$ cat src/rtl/fifo_rr_drain_sched.sv
// Burst-limited round-robin drain of NUM_CH synchronous FIFOs into a single
// valid/ready stream, through a 2-entry output buffer with one-cycle read latency.
module fifo_rr_drain_sched #(
    parameter  int NUM_CH = 4,
    parameter  int WIDTH  = 64,
    parameter  int BURST  = 4,
    localparam int CH_W   = $clog2(NUM_CH)
) (
    input  logic                    clk,
    input  logic                    reset,
    input  logic                    enable,
    input  logic [NUM_CH-1:0]       ch_empty,
    output logic [NUM_CH-1:0]       ch_ren,
    input  logic [NUM_CH*WIDTH-1:0] ch_dout,
    output logic                    out_valid,
    output logic [WIDTH-1:0]        out_data,
    output logic [CH_W-1:0]         out_ch,
    input  logic                    out_ready,
    output logic                    busy
);

    // state | meaning
    // IDLE  | no current grant; next search starts at rr_start
    // GRANT | cur_ch owns the arbiter; burst_cnt reads issued in this burst
    typedef enum logic {IDLE, GRANT} state_t;

    localparam int              BC_W      = $clog2(BURST + 1);
    localparam logic [BC_W-1:0] BURST_LIM = BC_W'(BURST);

    state_t            state;
    logic [CH_W-1:0]   cur_ch;
    logic [CH_W-1:0]   rr_start;
    logic [BC_W-1:0]   burst_cnt;
    logic              inflight;
    logic [CH_W-1:0]   inflight_ch;

    logic              sk_valid;
    logic [WIDTH-1:0]  sk_data;
    logic [CH_W-1:0]   sk_ch;

    logic [1:0]        occ;
    logic              pop;
    logic [2:0]        credit_used;
    logic [2:0]        credit_limit;
    logic              issue_ok;

    logic [CH_W-1:0]   search_base;
    logic [CH_W-1:0]   probe;
    logic [CH_W-1:0]   sel;
    logic              hit;
    logic              cont;
    logic [WIDTH-1:0]  cap_data;

    function automatic logic [CH_W-1:0] ch_add(input logic [CH_W-1:0] base, input int ofs);
        int sum;
        sum = int'(base) + ofs;
        if (sum >= NUM_CH) begin
            sum = sum - NUM_CH;
        end
        return sum[CH_W-1:0];
    endfunction

    assign occ          = {1'b0, out_valid} + {1'b0, sk_valid};
    assign pop          = out_valid && out_ready;
    assign credit_used  = {1'b0, occ} + {2'b00, inflight};
    assign credit_limit = 3'd2 + {2'b00, pop};
    assign issue_ok     = enable && !reset && (credit_used < credit_limit);
    assign busy         = inflight || (occ != 2'd0);

    // Continuing the burst takes priority; otherwise scan forward, cur_ch last.
    always_comb begin
        hit         = 1'b0;
        cont        = 1'b0;
        sel         = '0;
        probe       = '0;
        search_base = (state == GRANT) ? ch_add(cur_ch, 1) : rr_start;
        if (state == GRANT && !ch_empty[cur_ch] && burst_cnt < BURST_LIM) begin
            hit  = 1'b1;
            cont = 1'b1;
            sel  = cur_ch;
        end else begin
            for (int i = 0; i < NUM_CH; i++) begin
                probe = ch_add(search_base, i);
                if (!hit && !ch_empty[probe]) begin
                    hit = 1'b1;
                    sel = probe;
                end
            end
        end
    end

    always_comb begin
        ch_ren = '0;
        if (issue_ok && hit) begin
            ch_ren[sel] = 1'b1;
        end
    end

    always_comb begin
        cap_data = '0;
        for (int i = 0; i < NUM_CH; i++) begin
            if (inflight_ch == CH_W'(i)) begin
                cap_data = ch_dout[i*WIDTH +: WIDTH];
            end
        end
    end

    always_ff @(posedge clk) begin
        if (reset) begin
            state       <= IDLE;
            cur_ch      <= '0;
            rr_start    <= '0;
            burst_cnt   <= '0;
            inflight    <= 1'b0;
            inflight_ch <= '0;
        end else begin
            inflight <= issue_ok && hit;
            if (issue_ok && hit) begin
                inflight_ch <= sel;
            end
            if (issue_ok) begin
                if (hit) begin
                    state     <= GRANT;
                    cur_ch    <= sel;
                    burst_cnt <= cont ? burst_cnt + BC_W'(1) : BC_W'(1);
                end else begin
                    state     <= IDLE;
                    burst_cnt <= '0;
                    if (state == GRANT) begin
                        rr_start <= ch_add(cur_ch, 1);
                    end
                end
            end else if (!enable) begin
                state     <= IDLE;
                burst_cnt <= '0;
                if (state == GRANT) begin
                    rr_start <= ch_add(cur_ch, 1);
                end
            end
        end
    end

    // Head register is the visible output; skid entry holds the second word.
    always_ff @(posedge clk) begin
        if (reset) begin
            out_valid <= 1'b0;
            out_data  <= '0;
            out_ch    <= '0;
            sk_valid  <= 1'b0;
            sk_data   <= '0;
            sk_ch     <= '0;
        end else if (pop) begin
            if (sk_valid) begin
                out_data <= sk_data;
                out_ch   <= sk_ch;
                sk_valid <= inflight;
                if (inflight) begin
                    sk_data <= cap_data;
                    sk_ch   <= inflight_ch;
                end
            end else if (inflight) begin
                out_data <= cap_data;
                out_ch   <= inflight_ch;
            end else begin
                out_valid <= 1'b0;
            end
        end else if (inflight) begin
            if (!out_valid) begin
                out_valid <= 1'b1;
                out_data  <= cap_data;
                out_ch    <= inflight_ch;
            end else begin
                sk_valid <= 1'b1;
                sk_data  <= cap_data;
                sk_ch    <= inflight_ch;
            end
        end
    end

endmodule
$ cat config.mk
export PLATFORM = sky130hd
export DESIGN_NAME = fifo_rr_drain_sched
export DESIGN_NICKNAME = d
export VERILOG_FILES = /design/src/rtl/fifo_rr_drain_sched.sv
export SDC_FILE = /design/constraint.sdc
export NUM_CORES = 1
export LEC_CHECK = 0
export CORE_MARGIN = 2
export CORE_UTILIZATION = 33
export DETAILED_ROUTE_END_ITERATION = 6
export PLACE_DENSITY = 0.66
export SLEW_MARGIN = 20
export SYNTH_ARGS = -nofsm -noshare
export SYNTH_HDL_FRONTEND = slang
export SYNTH_SLANG_ARGS = --single-unit
$ cat constraint.sdc
create_clock -name clk -period 3.7 [get_ports clk]
set_input_delay 0.555 -clock clk [delete_from_list [all_inputs] [get_ports clk]]
set_output_delay 0.555 -clock clk [all_outputs]
set_load 0.05 [all_outputs]
# == Word-level counts from Yosys, hierarchy flattened ==
# Cells that the tools add are included.
# word_totals
latchBits,0
ram_bits,0
mem_count,0
elab_cells,156
rom_bits,0
regBits,145
# op_classes
bitwise_logic,0
reduce_logical,30
shifts,0
mux,77
add_sub_neg,13
mul,0
eq_ne,10
magnitude_cmp,14
n_div,0
# op_table
cell,count
$mux 64,13
$mux 2,27
$mux 1,26
$lt 2x3->1 const B,6
$ge 3x3->1 const B,4
$mux 3,4
$bmux 1 s2,5
$logic_and 1x1->1,10
$ne 2x2->1 const B,5
$sub 2x1->2 const B,5
$logic_not 1->1,8
$reduce_bool 2->1,4
$add 2x1->3 const B,2
$add 2x2->3 const B,2
$reduce_and 2->1,3
$reduce_and 3->1,2
$eq 2x2->1 const B,2
$mux 4,1
$ne 2x1->1 const B,2
$reduce_and 4->1,1
$add 2x1->3,1
$add 2x1->3 const A,1
$add 3x1->3 const B,1
$ge 2x3->1 const B,1
8 further kinds,8

# == Depth between registers and ports, before layout ==
# Gate-level depths: netlist (run 1).
# depth
depth_word,28
mapped_depth,11

# == Worst setup path before layout (run 1) ==
# No wires, ideal clock.
# synth_path
kind,register to output
from,reg out_valid
to,out ch_ren[1]
arrival_time_ps,2973
path_slack_ps,172
path_stages_with_launch,9
required_ps,3145
n_path_buf,0
cell_sequence,dfxtp_1 inv_2 ha_1 ha_1 ha_1 nor3_1 and2_1 nand3_1 nor2_1
# synth_via
elab_chain_len,6
word_cells_on_any_way,8
classes_between,add/sub: 3; order compare: 1; mux: 1; reduce/logical: 3
# synth_rtl
element,line_no,text
from (decl),15,"output logic out_valid,"
from (signal assigned),146,out_valid <= 1'b0;
from (signal assigned),165,out_valid <= 1'b0;
from (signal assigned),169,out_valid <= 1'b1;
$add 1x1->2 or $logic_and 1x1->1 (tied branches),"63, 64",
"$add 2x1->3, on equally long branches","65, 66",
$lt 3x3->1 *,67,assign issue_ok = enable && !reset && (credit_used < credit_limit);
$logic_and 1x1->1 *,67,
$logic_and 1x1->1 *,94,if (issue_ok && hit) begin
$mux 4 *,94,
to (decl),13,"output logic [NUM_CH-1:0] ch_ren,"
# Mark *: on every way between the ends. The rest lies on a longest branch, timed or not.

# == Worst setup path after layout (run 1) ==
# layout_path
from,reg cur_ch[1]
to,out ch_ren[1]
# layout_via
elab_chain_len,28
word_cells_on_any_way,66
classes_between,add/sub: 9; order compare: 7; mux: 36; reduce/logical: 14
# layout_rtl
element,line_no,text
from (decl),31,logic [CH_W-1:0] cur_ch;
from (signal assigned),124,cur_ch <= sel;
"parallel branches: the longest is 27 deep, another holds $add 2x1->3",n/a,
$mux 4 *,94,
# Every way passes the cells marked *. The select of a mux whose other input is x is not followed.

==> flow_metrics.env, run 1 <==
export IMPL_grt_setup_unrepaired="no"
export IMPL_power_total_mw=4.93
export IMPL_gr_total_overflow=0
export IMPL_placed_instances=1566
export IMPL_numPortBuffers=335
export IMPL_worst_slew_pin_transition_ns=0.738
export IMPL_timing_critical_path_from_type="flip-flop"
export IMPL_crit_required_ns=3.14
export IMPL_synth_seq_area_share_pct=37.2
export IMPL_cts_num_sinks=143
export IMPL_clk_pin_slew_ns=0.06
export IMPL_detail_route_vias_per_cell=5.20
export IMPL_slowest_stage="sky130_fd_sc_hd__dfxtp_2"
export IMPL_cts_hold_repair_buffers=0
export IMPL_die_h_um=157
export IMPL_timing_max_cap_violations=0
export IMPL_critical_path_cell_chain="inv_1, ha_2, mux2_2, nand2_1, a21oi_1, o41ai_1, nand3_1, nor2_1, buf_12"
export IMPL_worstPathArrival_ns=2.83
export IMPL_worstSetupEndpointType="output port"
export IMPL_met3_usage_pct=5.32
export IMPL_power_density_nw_per_um2=411
export IMPL_detailed_router_s_first_iteration_violation_count=770
export IMPL_total_switching_power_mw=1.48
export IMPL_edff_count_synth=0
export IMPL_peak_supply_drop_mv=0.250
export IMPL_clkLatencyLatePin_ns=0.42
export IMPL_synth_top_cell_by_area="sky130_fd_sc_hd__dfxtp_1"
export IMPL_areaGrowthSynthToFinish_pct=55.7
export IMPL_grt_total_usage_pct=21.0
export IMPL_layout_cells_non_filler=1596
export IMPL_finalCritPeriodShare_pct=91.4
export IMPL_final_critical_path_setup_slack_ns=0.318
export IMPL_wirelength_um=27100
export IMPL_row_count=55
export IMPL_nFillCells=2179
export IMPL_hold_path_class="flip-flop to flip-flop"
export IMPL_timing_clock_skew_ns=0.0120
export IMPL_floorplan_initialDensity_pct=33.8
export IMPL_grt_max_degree=73
export IMPL_slew_headroom_pct=50.8
export IMPL_syn_cell_area_um2=7700
export IMPL_report_final_setup_viol=0
export IMPL_wl_per_cell_um=17.0
export IMPL_ant_nets=0
export IMPL_cts_htree_levels=4
export IMPL_timing_fmax_ghz=0.296
export IMPL_worst_path_max_fanout=9
export IMPL_power_switching_fraction_pct=30.0
export IMPL_number_of_clock_buffers_inserted_by_tritoncts=17
export IMPL_ys_async_sr_fraction_pct=0
export IMPL_synthTopCellsByCount="sky130_fd_sc_hd__nor2_1 (145), sky130_fd_sc_hd__dfxtp_1 (143), sky130_fd_sc_hd__a21oi_1 (138), sky130_fd_sc_hd__nand2_1 (135), sky130_fd_sc_hd__clkbuf_1 (73)"
export IMPL_final_min_clock_period_ns=3.38
export IMPL_detailed_place_hpwl_um=19100
export IMPL_synth_ff_type="sky130_fd_sc_hd__dfxtp_1"
export IMPL_timing_critical_path_slowest_cell_delay_ns=0.44
export IMPL_criticalPathCategory="flip-flop to output port"
export IMPL_utilization_pct=52.6
export IMPL_finalMaxSlewViolations=0
export IMPL_yosysMostFrequentCell="sky130_fd_sc_hd__nor2_1"
export IMPL_synth_area_per_cell_um2=7.74
export IMPL_final_nets=1546
export IMPL_clock_tree_root_cell="sky130_fd_sc_hd__clkbuf_16"
export IMPL_firstDrtPassIters=5
export IMPL_final_area_um2=12000
export IMPL_gr_max_usage_layer="met2"
export IMPL_gr_usage_met1_pct=26.1
export IMPL_place_ws_ns=0.439
export IMPL_area_of_combinational_cells_with_multiple_inputs_um2=4480
export IMPL_clock_power_share_pct=37.7
export IMPL_floorplan_die_area_um2=24600
export IMPL_seqCellArea_um2=2860
export IMPL_die_width_um=157
export IMPL_netlist_area_leader_share_pct=37.2
export IMPL_placement_cell_area_um2=11300
export IMPL_grt_first_pass_wirelength_um=40800
export IMPL_result_of_the_run="finished clean"
export IMPL_final_setup_tns_ns=0
export IMPL_core_area_um2=22800
export IMPL_antenna_found_initial=0
export IMPL_first_global_vias=7731
export IMPL_post_synth_num_cell_types=46
export IMPL_num_vias=8300
export IMPL_final_hold_worst_slack_ns=0.470
export IMPL_finalWeightedCongestion=0.834
export IMPL_postSynthRegisterBits=143
export IMPL_p_leak_nw=4.12
export IMPL_cp_buffers_inverters=2
export IMPL_power_share_combinational_pct=28.9
export IMPL_antenna_cells=0
export IMPL_syn_num_nets=1269
export IMPL_drt_drc_violations_left=0
export IMPL_groute_layer_met2_usage_pct=35.9
export IMPL_post_synth_main_area_contributors="sky130_fd_sc_hd__dfxtp_1 (37%), sky130_fd_sc_hd__a21oi_1 (9.0%), sky130_fd_sc_hd__mux2i_1 (8.8%), sky130_fd_sc_hd__a222oi_1 (8.3%), sky130_fd_sc_hd__nor2_1 (7.1%)"
export IMPL_synthCells=995
export IMPL_critical_path_top_delay_family="compound AO/OA/AOI/OAI gates"
export IMPL_cts_tree="yes"
export IMPL_finalHoldViolCount=0
export IMPL_power_report_internal_total_mw=3.45
export IMPL_ioPinCount=336
export IMPL_drive_above_1_share_pct=5.38
export IMPL_max_clock_buf_depth=2
export IMPL_ys_warnings_count=0
export IMPL_p_seq_share_pct=33.4
## logic make-up after synthesis
family | count (synthesis) | synth area share (%)
AO/OA/AOI/OAI | 295 | 24.4
AND/OR/NAND/NOR | 372 | 22.1
adder cells (fa/ha/maj) | 10 | 1.72
multiplexers | 71 | 9.31
flip-flops | 143 | 37.2
buffers and inverters | 104 | 5.28
## flip-flops by register name, indices dropped and copies added, names as in the netlist
signal / flops
cur_ch: 2
sk_data: 64
burst_cnt: 3
state: 1
out_valid: 1
inflight: 1
rr_start: 2
out_data: 64
sk_ch: 2
sk_valid: 1
out_ch: 2
## repair_timing
| item | in CTS | in global routing |
|---|---|---|
| setup endpoints to repair | 0 | 2 |
| buffers inserted | 0 | 0 |
| resized for setup | 0 | 1 |
## path summary, 6_finish.rpt
| path | startpoint | end | slack (ns) | cells after the start |
|---|---|---|---|---|
| max | cur_ch[1] | ch_ren[1] | 0.32 | 9 |
| min | burst_cnt[2] | burst_cnt[2] | 0.47 | 2 |
| max reg2reg | cur_ch[1] | out_data[21] | 1.16 | 9 |
| min reg2reg | burst_cnt[2] | burst_cnt[2] | 0.47 | 2 |
## power by group through the flow
stage | combinational, mW | clock [mW] | sequential (mW)
after detailed placement | 1.43 | 0 | 1.68
after global placement | 1.42 | 0 | 1.68
after global routing | 1.55 | 1.97 | 1.65
final | 1.43 | 1.86 | 1.64
after CTS | 1.44 | 1.90 | 1.64
after floorplan | 0.643 | 0 | 1.85
## routing by layer
metal,routed length (um),vias up
met5,0,-
met4,414,0
met3,1850,25
met2,13200,270
met1,11600,3861
li1,-,4144
## tightest hold or removal path, stage by stage (launching register included)
cell	delay, ns
sky130_fd_sc_hd__dfxtp_1	0.31
sky130_fd_sc_hd__nand2_1	0.05
sky130_fd_sc_hd__a21oi_1	0.06
## layout make-up
type,instances,area share (%)
sequential,143,23.9
clock inverter,13,1.78
tap,313,3.27
inverter,9,0.282
multi-input combinational,748,37.4
timing repair buffer,353,29.8
clock buffer,17,3.55
## placed cells by master (no fill, tap or decap), types with 8 or more instances in the layout
cell type,n
sky130_fd_sc_hd__buf_12,8
sky130_fd_sc_hd__a21oi_1,138
sky130_fd_sc_hd__buf_4,15
sky130_fd_sc_hd__clkbuf_16,17
sky130_fd_sc_hd__a222oi_1,64
sky130_fd_sc_hd__nand3b_1,65
sky130_fd_sc_hd__nor2_1,144
sky130_fd_sc_hd__nand2_1,135
sky130_fd_sc_hd__dfxtp_1,142
sky130_fd_sc_hd__o21ai_1,43
sky130_fd_sc_hd__clkdlybuf4s50_1,330
sky130_fd_sc_hd__mux2i_1,68
sky130_fd_sc_hd__o21ai_0,26
(Power assumes the default switching activity.)
==> run 2: changes to the inputs <==
- CORE_ASPECT_RATIO: not set -> 1.2
==> run 2 against run 1 <==
  * Final area shrank 0.75%
  * Global-route usage shrank 0.78 points
  * Count of clock-buffer cells in the layout is 4 higher
  * Via count increased by 0.31%
  * Clock skew hardly changed
  * Wire length down 3.2%
  * First-iteration DRC count decreased by 22%
  * Critical endpoint unchanged
  * Sequential power hardly changed
  * Critical path depth decreased by 1
  * Power is 5.2% lower
==> flow_metrics.env, run 2 (same netlist as run 1, synthesis figures left out) <==
export IMPL_first_global_vias=7614
export IMPL_mostFrequentLayoutCell="sky130_fd_sc_hd__clkdlybuf4s50_1"
export IMPL_final_min_clock_period_ns=3.40
export IMPL_critical_path_cell_chain="inv_1, ha_2, mux2_2, a211oi_1, a221o_1, nand3_1, nor2_1, buf_12"
export IMPL_rrSetupSlack_ns=0.90
export IMPL_worstSetupEndpointType="output port"
export IMPL_detailed_router_s_first_iteration_violation_count=601
export IMPL_clock_power_share_pct=34.6
export IMPL_finalHoldViolCount=0
export IMPL_placed_instances=1569
export IMPL_drive_above_1_share_pct=5.45
export IMPL_firstDrtPassIters=5
export IMPL_p_leak_nw=4.10
export IMPL_die_h_um=171
export IMPL_clock_tree_root_cell="sky130_fd_sc_hd__clkbuf_16"
export IMPL_final_setup_tns_ns=0
export IMPL_grt_setup_unrepaired="no"
export IMPL_final_critical_path_setup_slack_ns=0.303
export IMPL_antenna_found_initial=0
export IMPL_criticalPathCategory="flip-flop to output port"
export IMPL_finalCritPeriodShare_pct=91.8
export IMPL_peak_supply_drop_mv=0.311
export IMPL_timing_clock_skew_ns=0.0117
export IMPL_final_nets=1547
export IMPL_crit_required_ns=3.14
export IMPL_cts_resized=0
export IMPL_wirelength_um=26200
export IMPL_detail_route_vias_per_cell=5.21
export IMPL_numPortBuffers=335
export IMPL_origin_of_the_worst_setup_path="cur_ch[1]"
export IMPL_gr_total_overflow=0
export IMPL_cts_repair_timing_setup_buffer_count=0
export IMPL_grt_first_pass_wirelength_um=39700
export IMPL_timing_critical_path_from_type="flip-flop"
export IMPL_floorplan_initialDensity_pct=33.4
export IMPL_slowest_stage="sky130_fd_sc_hd__dfxtp_2"
export IMPL_row_count=61
export IMPL_ant_nets=0
export IMPL_cts_tree="yes"
export IMPL_finalMaxSlewViolations=0
export IMPL_cts_htree_levels=4
export IMPL_timing_max_cap_violations=0
export IMPL_slew_headroom_pct=37.4
export IMPL_number_of_clock_buffers_inserted_by_tritoncts=17
export IMPL_min_from="burst_cnt[2]"
export IMPL_cts_hold_repair_buffers=0
export IMPL_place_ws_ns=0.396
export IMPL_detailed_place_hpwl_um=18700
export IMPL_result_of_the_run="finished clean"
export IMPL_power_switching_fraction_pct=30.7
export IMPL_timing_critical_path_slowest_cell_delay_ns=0.44
export IMPL_num_vias=8326
export IMPL_wl_per_cell_um=16.4
export IMPL_worstPathArrival_ns=2.84
export IMPL_layout_cells_non_filler=1599
export IMPL_clk_pin_slew_ns=0.06
export IMPL_max_clock_buf_depth=2
export IMPL_clkLatencyLatePin_ns=0.41
export IMPL_power_share_combinational_pct=30.2
export IMPL_report_final_setup_viol=0
export IMPL_cts_num_sinks=143
export IMPL_drt_drc_violations_left=0
export IMPL_grt_max_degree=104
export IMPL_worst_slew_pin_transition_ns=0.939
export IMPL_finalWeightedCongestion=0.831
export IMPL_largest_registers_in_the_final_layout="out_data: 64 flops, sk_data: 64 flops, burst_cnt: 3 flops"
export IMPL_final_area_um2=11900
export IMPL_worst_path_max_fanout=9
export IMPL_grt_total_usage_pct=20.2
export IMPL_placement_cell_area_um2=11300
export IMPL_floorplan_die_area_um2=24600
export IMPL_ioPinCount=336
export IMPL_total_switching_power_mw=1.43
export IMPL_timing_fmax_ghz=0.294
export IMPL_hold_path_class="flip-flop to flip-flop"
export IMPL_areaGrowthSynthToFinish_pct=54.5
export IMPL_r2r_start="cur_ch[1]"
export IMPL_antenna_cells=0
export IMPL_final_cell_mix="sky130_fd_sc_hd__clkdlybuf4s50_1 (330), sky130_fd_sc_hd__nor2_1 (144), sky130_fd_sc_hd__dfxtp_1 (142)"
export IMPL_p_seq_share_pct=35.2
export IMPL_power_report_internal_total_mw=3.24
export IMPL_die_width_um=143
export IMPL_core_area_um2=23000
export IMPL_power_density_nw_per_um2=393
## run 2: worst paths after layout
path / to / cells after the start
setup / recovery: ch_ren[1] / 8
hold / removal: burst_cnt[2] / 2
setup reg to reg: out_data[26] / 9
hold reg to reg: burst_cnt[2] / 2
## run 2: final cells by class
class	count	area (um2)
Multi-Input combinational cell	748	4480
Clock buffer	21	480
Inverter	9	33.8
Fill cell	2273	11200
Sequential cell	143	2860
Clock inverter	9	83.8
Tap cell	315	394
Timing Repair Buffer	354	3560
## run 2: routing by layer
metal,vias to the layer above,global-route usage [%],wire length (um)
met1,3887,24.2,10800
met4,0,6.69,567
met2,264,35.0,13100
met3,31,5.29,1740
met5,-,0,0
li1,4144,-,-
## run 2: power by group through the flow
| stage | Clock, mW | Sequential (mW) | Combinational (mW) |
|---|---|---|---|
| after CTS | 1.66 | 1.64 | 1.42 |
| after floorplan | 0 | 1.85 | 0.643 |
| final | 1.62 | 1.64 | 1.41 |
| after detailed placement | 0 | 1.68 | 1.42 |
| after global placement | 0 | 1.67 | 1.41 |
| after global routing | 1.74 | 1.65 | 1.53 |
## run 2: per-stage QoR
step | hold WS (ns) | util [%] | power, mW
finish | 0.449 | 51.6 | 4.68
global route | 0.481 | 51.6 | 4.92
CTS | 0.453 | 51.6 | 4.73
detailed placement | 0.446 | 49.2 | 3.09
global placement | 0.436 | 49.2 | 3.08
floorplan | 0.427 | - | 2.49
## run 2: worst max-delay path, delay by kind of cell (launching register included)
family	cells	cell delay, ns
buffers and inverters	2	0.33
and+or+nand+nor	2	0.37
adders and majority gates	1	0.33
AOI/OAI and AO/OA	2	0.63
muxes	1	0.33
DFF	1	0.44
==> run 3: changes to the inputs <==
- CAP_MARGIN: not set -> 20
==> results of run 3 <==
Same layout as run 2: the final DEF is identical, and so are final timing and power.
==> variant 1: new RTL, flow settings as in run 1 <==
Change the parameter `BURST` from 4 to 8.
--- a/src/rtl/fifo_rr_drain_sched.sv
+++ b/src/rtl/fifo_rr_drain_sched.sv
@@ -3,7 +3,7 @@
 module fifo_rr_drain_sched #(
     parameter  int NUM_CH = 4,
     parameter  int WIDTH  = 64,
-    parameter  int BURST  = 4,
+    parameter  int BURST  = 8,
     localparam int CH_W   = $clog2(NUM_CH)
 ) (
     input  logic                    clk,
Check against the original RTL: same outputs for any inputs over 4 cycles, from zero or initial values and one cycle with reset high; that may be too few to reach the edited logic, so the function may still have changed.
==> variant 1 against run 1 <==
- final area is 0.22% lower
- core utilization decreased by 1.2 points
- global-route usage grew 0.85 points
- setup slack worse by 0.16 ns
- combinational power decreased by 14%
- first-iteration DRC count is 48% lower
- via count rose by 1.6%
- non-clock buffer count unchanged
- power shrank 6.6%
- area after synthesis rose by 0.62%
- wire length is 2.2% higher
- sequential cell count grew 1
==> variant 1: results (changes against run 1) <==
largest cells by area after synthesis=dfxtp_1 37%, a21oi_1 8.8%, nand3b_1 6.8%, nand2_1 6.6%, a22oi_1 6.4%; DR top layer=met5; delay-heaviest family, CP=simple AND/OR/NAND/NOR gates; run status=complete, no violations; met3 global-route usage=0.07599 (+0.02282); Slowest-stage cell, CP=or4b_4; Pleak=4.140 nW (+0.57%); average wire per standard cell=17.30 um (+1.9%); vias in the first global route=7843 (+1.4%); first-pass GRT wire length=42340 um (+3.7%); post-synth net total=1272 (+0.24%); placed instance area=11330 um^2 (-0.14%); pin count of the biggest net entering global routing=123 (+68%); Distinct cells, synth=42 (-8.7%); WP data arrival=2.98 ns (+0.15 ns); number of nets in the layout=1539 (-0.45%); antenna violations before repair=4 (+4); Max VDD drop=0.0002501 V (+0.13%); met1 Usage GRT=0.2621 (+0.0009521); All-Layer GR Usage=0.2184 (+0.008531); initial detailed-routing violation count=400 (-48%); pre-CTS WS=0.3857 ns (-0.05312 ns); synthesized area per cell=7.763 um^2 (+0.32%); placed insts=1563 (-0.19%); Largest regs=out_data (64), sk_data (64), burst_cnt (4)
-- variant 1: cell type report --
cell class | instances | area [um^2] | area share
clock buffers | 19 | 442.9 | 0.03703
diodes | 3 | 7.507 | 0.0006276
well taps | 319 | 399.1 | 0.03336
flip-flops and latches | 144 | 2885 | 0.2412
clock inverters | 13 | 151.4 | 0.01266
multi-input cells | 741 | 4471 | 0.3737
inverters | 8 | 30.03 | 0.002510
repair buffers | 353 | 3576 | 0.2989
-- variant 1: final timing paths --
path | startpoint | to | slack [ns]
worst min register to register | sk_ch[0] | sk_ch[0] | 0.46
worst max-delay path | out_valid | ch_ren[1] | 0.16
worst min-delay path | sk_ch[0] | sk_ch[0] | 0.46
worst max register to register | cur_ch[0] | sk_data[27] | 1.01
-- variant 1: report_power, final --
part | total (mW) | internal [mW] | switching, mW
Clock | 1.72 | 1.02 | 0.701
Sequential | 1.65 | 1.61 | 0.0407
Combinational | 1.23 | 0.601 | 0.626
==> variant 2: new RTL, settings of run 1 <==
Without the edit above. Reset style: asynchronous (`reset`), changed in 2 clocked blocks.
--- a/src/rtl/fifo_rr_drain_sched.sv
+++ b/src/rtl/fifo_rr_drain_sched.sv
@@ -105,7 +105,7 @@
         end
     end
 
-    always_ff @(posedge clk) begin
+    always_ff @(posedge clk or posedge reset) begin
         if (reset) begin
             state       <= IDLE;
             cur_ch      <= '0;
@@ -141,7 +141,7 @@
     end
 
     // Head register is the visible output; skid entry holds the second word.
-    always_ff @(posedge clk) begin
+    always_ff @(posedge clk or posedge reset) begin
         if (reset) begin
             out_valid <= 1'b0;
             out_data  <= '0;
Function: differs if reset is asserted again (counterexample within 4 cycles, from zero or initial values and one cycle with reset high); with reset held inactive, the same outputs for 4 cycles.
==> variant 2 against run 1 <==
- count of clock-buffer cells in the layout rose by 2
- sequential cell count did not move
- area after synthesis rose by 4.8%
- wire length fell by 3.0%
- die area rose by 4.7%
- synthesized cell count fell by 8.5%
- final area rose by 3.0%
- clock skew fell by 0.0033 ns
- setup slack got worse by 0.032 ns
Power is not compared: it rests on default switching activity, and its combinational part moved more than twofold at a synthesized area within 25%.
==> variant 2: results (changes against run 1) <==
Syn Inst Count=910 (-8.5%); Crit Path Max Fanout=7 (-2); post-DP HPWL=18590 um (-2.7%); Distinct cells, synth=49 (+6.5%); vias in the first global route=7766 (+0.45%); R2R cell count=7 (-2); post-synth net total=1184 (-6.7%); Synth Area in Compound Gates=0.2760 (+0.03181); Clock Buffer Count=19 (+2); vias post-DR=7942 (-4.3%); worst clock skew=0.008698 ns (-0.003279 ns); pin count of the biggest net entering global routing=144 (+97%); area of the multi-input gates=4145 um^2 (-7.6%); run status=complete, no violations; met1 Usage GRT=0.2493 (-0.01185); RR Endpoint=sk_data[3]; layout cell share with drive strength beyond 1=0.05965 (+0.005872); largest cells by area after synthesis=dfrtp_1 44%, nor2b_1 10%, a221oi_1 6.9%, o21ai_1 6.9%, a22oi_1 6.1%; Hold WS=0.4819 ns (+0.01167 ns); CP startpoint=out_valid; nonclk inv count=10 (+1); met2 global-route usage=0.3487 (-0.01028); Sequential Area=3578 um^2 (+25%); gpl congestion=0.8168 (-2.0%); All-Layer GR Usage=0.2009 (-0.008935); Slew headroom=0.3938 (-0.1144); Data buffer area share=0.2891 (-0.009166); Buffers excl. clock=352 (-0.28%); Worst R2R Setup Slack=1.07 ns (-0.09 ns); Filler Cell Count=2300 (+5.6%); initial detailed-routing violation count=413 (-46%); number of nets in the layout=1469 (-5.0%); Synth Area in Adders=0.01643 (-0.0007956)
variant 2: changes by cell type after synthesis, sizes merged, moves of 129 or more:
cell | before | now
nor2b | 3 | 132
nor2 | 145 | 7
dfrtp | 0 | 143
dfxtp | 143 | 0
variant 2: power by group through the flow:
stage | Combinational [mW] | Sequential (mW) | Clock [mW]
after floorplan | 2.67 | 3.84 | 0
after global placement | 5.76 | 2.65 | 0
after detailed placement | 5.81 | 2.68 | 0
after CTS | 5.82 | 2.66 | 1.81
after global routing | 6.26 | 2.76 | 1.88
final | 5.76 | 2.66 | 1.77
variant 2: through the flow:
step,setup WS [ns],instance area [um^2]
after global routing,0.05060,12350
after global placement,0.7541,11740
final,0.2869,12350
after CTS,0.2600,12350
after floorplan,0.3620,8082
after detailed placement,0.6829,11740
variant 2: critical path, stage by stage, from the launching register on:
cell     delay (ns)
dfrtp_1        0.44
inv_1          0.11
ha_1           0.31
ha_1           0.18
ha_1           0.18
nor3_1         0.35
nand3_1        0.26
a21oi_2        0.21
nor3b_2        0.18
buf_4          0.22
